File: src/rtl/mix_tree_sequencer.sv
// mix_tree_sequencer: fill/mix/transfer sequencing for a 2^LEVELS-inlet binary mixing tree
module mix_tree_sequencer #(
  parameter int LEVELS = 3,
  parameter int FILL_CYCLES = 16,
  parameter int CNT_W = 16,
  localparam int NODES = (1 << LEVELS) - 1,
  localparam int LW = $clog2(LEVELS + 1)
) (
  input  logic             clk,
  input  logic             rst_n,
  input  logic             start,
  input  logic [CNT_W-1:0] mix_cycles,
  input  logic             hold,
  input  logic             abort,
  output logic [NODES-1:0] fill_en,
  output logic [NODES-1:0] mix_en,
  output logic [NODES-1:0] xfer_en,
  output logic [LW-1:0]    level,
  output logic             busy,
  output logic             done,
  output logic             aborted
);
  typedef enum logic [1:0] {IDLE, FILL, MIX, XFER} state_t;
  state_t state_q, state_d;
  logic [LW-1:0] lvl_q, lvl_d;
  logic [CNT_W-1:0] cnt_q, cnt_d, mix_q;
  logic done_d, aborted_d, frz;
  // heap-order mixers of level l have indices whose (index+1) has bit-length l+1
  function automatic logic [NODES-1:0] level_mask(input logic [LW-1:0] l);
    logic [NODES-1:0] m;
    m = '0;
    for (int i = 0; i < NODES; i++) m[i] = ((i + 1) >> l) == 1;
    return m;
  endfunction
  // state, level, phase counter and latched mix duration
  always_ff @(posedge clk or negedge rst_n) begin
    if (!rst_n) begin
      state_q <= IDLE;
      lvl_q <= '0;
      cnt_q <= '0;
      mix_q <= '0;
    end else begin
      state_q <= state_d;
      lvl_q <= lvl_d;
      cnt_q <= cnt_d;
      if (state_q == IDLE && start) mix_q <= (mix_cycles == '0) ? CNT_W'(1) : mix_cycles;
    end
  end
  // next state: abort wins, hold freezes, otherwise count the phase down to 1
  always_comb begin
    state_d = state_q;
    lvl_d = lvl_q;
    cnt_d = cnt_q;
    done_d = 1'b0;
    aborted_d = 1'b0;
    if (state_q != IDLE && abort) begin
      state_d = IDLE;
      lvl_d = '0;
      aborted_d = 1'b1;
    end else if (state_q == IDLE) begin
      if (start) begin
        state_d = FILL;
        lvl_d = LW'(LEVELS - 1);
        cnt_d = CNT_W'(FILL_CYCLES);
      end
    end else if (!hold) begin
      if (cnt_q > CNT_W'(1)) cnt_d = cnt_q - 1'b1;
      else if (state_q == FILL || (state_q == XFER && lvl_q != '0)) begin
        state_d = MIX;
        lvl_d = (state_q == XFER) ? lvl_q - 1'b1 : lvl_q;
        cnt_d = (mix_q == '0) ? CNT_W'(1) : mix_q;
      end else if (state_q == MIX) begin
        state_d = XFER;
        cnt_d = CNT_W'(FILL_CYCLES);
      end else begin
        state_d = IDLE;
        done_d = 1'b1;
      end
    end
  end
  assign frz = hold && state_q != IDLE;
  // outputs registered from the next state so they line up with the phase they describe
  always_ff @(posedge clk or negedge rst_n) begin
    if (!rst_n) begin
      fill_en <= '0;
      mix_en <= '0;
      xfer_en <= '0;
      level <= '0;
      busy <= 1'b0;
      done <= 1'b0;
      aborted <= 1'b0;
    end else begin
      fill_en <= (state_d == FILL && !frz) ? level_mask(lvl_d) : '0;
      mix_en <= (state_d == MIX && !frz) ? level_mask(lvl_d) : '0;
      xfer_en <= (state_d == XFER && !frz) ? level_mask(lvl_d) : '0;
      level <= (state_d == IDLE) ? '0 : lvl_d;
      busy <= state_d != IDLE;
      done <= done_d;
      aborted <= aborted_d;
    end
  end
endmodule

File: config.mk
export PLATFORM = sky130hd
export DESIGN_NAME = mix_tree_sequencer
export DESIGN_NICKNAME = d
export VERILOG_FILES = /design/src/rtl/mix_tree_sequencer.sv
export SDC_FILE = /design/constraint.sdc
export NUM_CORES = 1
export LEC_CHECK = 0
export CAP_MARGIN = 15
export CELL_PAD_IN_SITES_DETAIL_PLACEMENT = 0
export CELL_PAD_IN_SITES_GLOBAL_PLACEMENT = 2
export CORE_UTILIZATION = 30
export DETAILED_ROUTE_END_ITERATION = 10
export GPL_TIMING_DRIVEN = 0
export PLACE_DENSITY_LB_ADDON = 0.1
export SLEW_MARGIN = 30
export SYNTH_ARGS = -nofsm -noshare
export SYNTH_HDL_FRONTEND = slang
export SYNTH_SLANG_ARGS = --single-unit
export TNS_END_PERCENT = 30
File: constraint.sdc
create_clock -name clk -period 3.1 [get_ports clk]
set_input_delay 0.775 -clock clk [delete_from_list [all_inputs] [get_ports clk]]
set_output_delay 0.775 -clock clk [all_outputs]
set_load 0.01 [all_outputs]
==> metrics.csv <==
metric,value,unit
boundaryPins,47,
synth_area_leaders,"dfrtp_1 (47%), nand2_1 (7.9%), o21ai_0 (4.1%)",
outcome,finished clean,
synthMuxAreaShare,0.3549,%
start_util,30.81,%
antenna-diode-count,0,
synth_fp_nets,343,
synth_compound_area_share,17.44,%
syn2layout_area_growth,26.00,%
switching_share,44.53,%
fin_nets,397,
syn_inst,319,
ir_drop,0.3204,mV
dr.pass1.iters,4,
synthesis.area,2820,um^2
port_buffers,46,
synth-simple-area-share,27.46,%
cts_root_buf,clkbuf_8,
max_cap_viol_count,0,
cp_max_fo,10,
p_total,3.137,mW
place_congestion,0.7799,
grt_pass1_vias,2389,
reg2reg_from,cnt_q[9],
start_kind,flip-flop,
setup_slack,0.2133,ns
clkPwrFrac,16.1,%
path_clk_slew,0.10,ns
drc_errors,0,
powerDensity,882.7,nW/um^2
cp.arrival,3.07,ns
async_flop_share,100.0,%
cts_max_path_buffers,2,
worstSetupStartpoint,cnt_q[9],
crit_path_end,fill_en[0],
synth_top_family_by_area,simple AND/OR/NAND/NOR gates,
synth_edf_count,0,
routed-via-count,2565,
synth_ff_type,dfrtp_1,
hold_violations,0,
antenna_found_initial,0,
drive_gt1_share,9.358,%
regToRegEndpoint,fill_en[0],
clock_latency,0.31,ns
vias_per_cell,5.289,
yosysTopAreaCell,dfrtp_1,
rows,35,
power.internal,1.740,mW
min_path_type,in2async,
die-area,9792,um^2
r2r_setup_slack,0.21,ns
crit_type,reg2reg,
yosysUniqueCellTypes,50,
grt_pass1_wl,13.19,mm
fin_cells,485,
seq_area_frac_synth,47.03,%
synth_top_area_share,47.03,%
post_cts_resized,0,
pwr-share-comb,48.7,%
overflow,0,
slew_headroom,47.42,%
synth_warnings,0,
fin_skew,0.007558,ns
reg2reg_depth,7,
post-dp-hpwl,6.108,mm
period_needed,2.887,ns
drt_iter0_drc,138,
power.net_switching,1.397,mW
synth-adder-area-share,1.331,%
cts_setup_buffers,0,
synthXorXnorAreaFrac,0.6211,%
dpl.cell_count,477,
critPathCaptureType,flip-flop,
final_max_slew_viol_count,0,
dieWidth,98.96,um
rsz0062_at_grt,false,
avgSynthCellArea,8.841,um^2
gr-usage-all-layers,17.70,%
wirelength,8.110,mm
leakage,1.525,nW
ctsHoldBuffers,0,
setup_tns,0,ns
grt_max_degree,33,
max_freq,0.3464,GHz
coreArea,9153,um^2
cts_tree,yes,
seqPwrFrac,35.1,%
numCtsBuffers,5,
tightest_slew,0.7804,ns
ys_seq_elements,53,
post-route-period-util,93.12,%
cp.required,3.28,ns
wl_per_cell,16.72,um
route.antenna.remaining_nets,0,
die_y,98.96,um
preCtsSetupSlack,0.0007889,ns
clock_sinks,53,
setup_viol,0,
htree_num_levels,2,
==> per-stage QoR <==
step | cell area (um^2) | hold WS [ns] | utilization (%)
after floorplan | 2820 | 0.4447 | -
after detailed placement | 3437 | 0.4703 | 37.55
final | 3553 | 0.3394 | 38.82
after global routing | 3553 | 0.3465 | 38.82
after CTS | 3553 | 0.3491 | 38.82
after global placement | 3420 | 0.4621 | 37.36
==> logic make-up after synthesis <==
logic type,count (synthesis)
mux,1
buf+inv,33
simple gates,155
xor+xnor,2
flops,53
compound gates,72
fa+ha+maj,3
==> registers in the layout (all words and copies together) (netlist names) <==
signal	cells
state_q	2
xfer_en	4
mix_q	16
cnt_q	16
level	2
done	1
mix_en	4
aborted	1
lvl_q	2
busy	1
fill_en	4
==> synth_stat cells (2+ instances only) <==
library cell and number:
nand3_1 8, or4_1 3, or3_1 3, nand2_1 59
clkbuf_1 10, o2bb2ai_1 8, ha_1 3, or2_2 2
nor2b_1 3, or3_4 2, dfrtp_1 53, inv_1 9
nor2_1 25, buf_2 4, a31oi_1 11, xnor2_1 2
nor3b_1 2, a21oi_1 9, nor3_1 22, a21o_1 2
buf_4 9, nor4_1 13, a41oi_1 3, o211ai_1 2
and3_1 4, o21ai_0 23, nor3_2 2
==> critical path: stages, from the launching register on <==
cell	delay (ns)
dfrtp_1	0.41
or4_1	0.49
buf_2	0.18
nor3_1	0.39
nand3_1	0.28
clkbuf_1	0.35
a41oi_1	0.55
nor3_1	0.09
==> power by group through the flow <==
stage	logic (mW)	registers, mW	clock network [mW]
2_1_floorplan	1.05	1.05	0
3_5_place_dp	1.53	1.12	0
3_3_place_gp	1.54	1.12	0
6_report	1.53	1.10	0.506
5_1_grt	1.70	1.14	0.551
4_1_cts	1.53	1.10	0.513
==> area by class of cell <==
class / count / area, um^2
inverters: 9 / 33.78
clock buffers: 7 / 86.33
multi-input cells: 233 / 1331
repair buffers: 47 / 478.0
fillers: 964 / 5599
plain buffers: 24 / 128.9
flip-flops and latches: 53 / 1326
clock inverters: 1 / 30.03
well taps: 111 / 138.9
==> per-layer routing <==
layer  share of wire [%]  vias up  GRT usage, %
met2                  45       62         27.49
met5                   0        -             0
met4                 1.4        0         5.052
met1                  50     1232         25.39
met3                 3.6       11         2.837
li1                    -     1260             -
==> worst min-delay path by stage <==
stage | cells past startpoint | startpoint | end
4_1_cts | 1 | rst_n | aborted
3_5_place_dp | 2 | mix_q[0] | mix_q[0]
5_1_grt | 1 | rst_n | mix_en[6]
3_3_place_gp | 2 | mix_q[0] | mix_q[0]
2_1_floorplan | 2 | mix_q[0] | mix_q[0]
6_report | 1 | rst_n | cnt_q[14]
==> cell usage in the layout (no fill, tap or decap), drive strengths merged, types with 2 or more instances in the layout <==
| cell type | n |
|---|---|
| a21o | 2 |
| a21oi | 9 |
| a31oi | 11 |
| a41oi | 3 |
| and3 | 4 |
| buf | 16 |
| clkbuf | 17 |
| clkdlybuf4s50 | 45 |
| dfrtp | 53 |
| ha | 3 |
| inv | 9 |
| nand2 | 59 |
| nand3 | 8 |
| nor2 | 25 |
| nor2b | 3 |
| nor3 | 24 |
| nor3b | 2 |
| nor4 | 14 |
| o211ai | 2 |
| o21ai | 23 |
| o2bb2ai | 8 |
| o31ai | 2 |
| or2 | 2 |
| or3 | 5 |
| or4 | 4 |
| xnor2 | 2 |
Note: power is estimated with default switching activity, not from simulation.
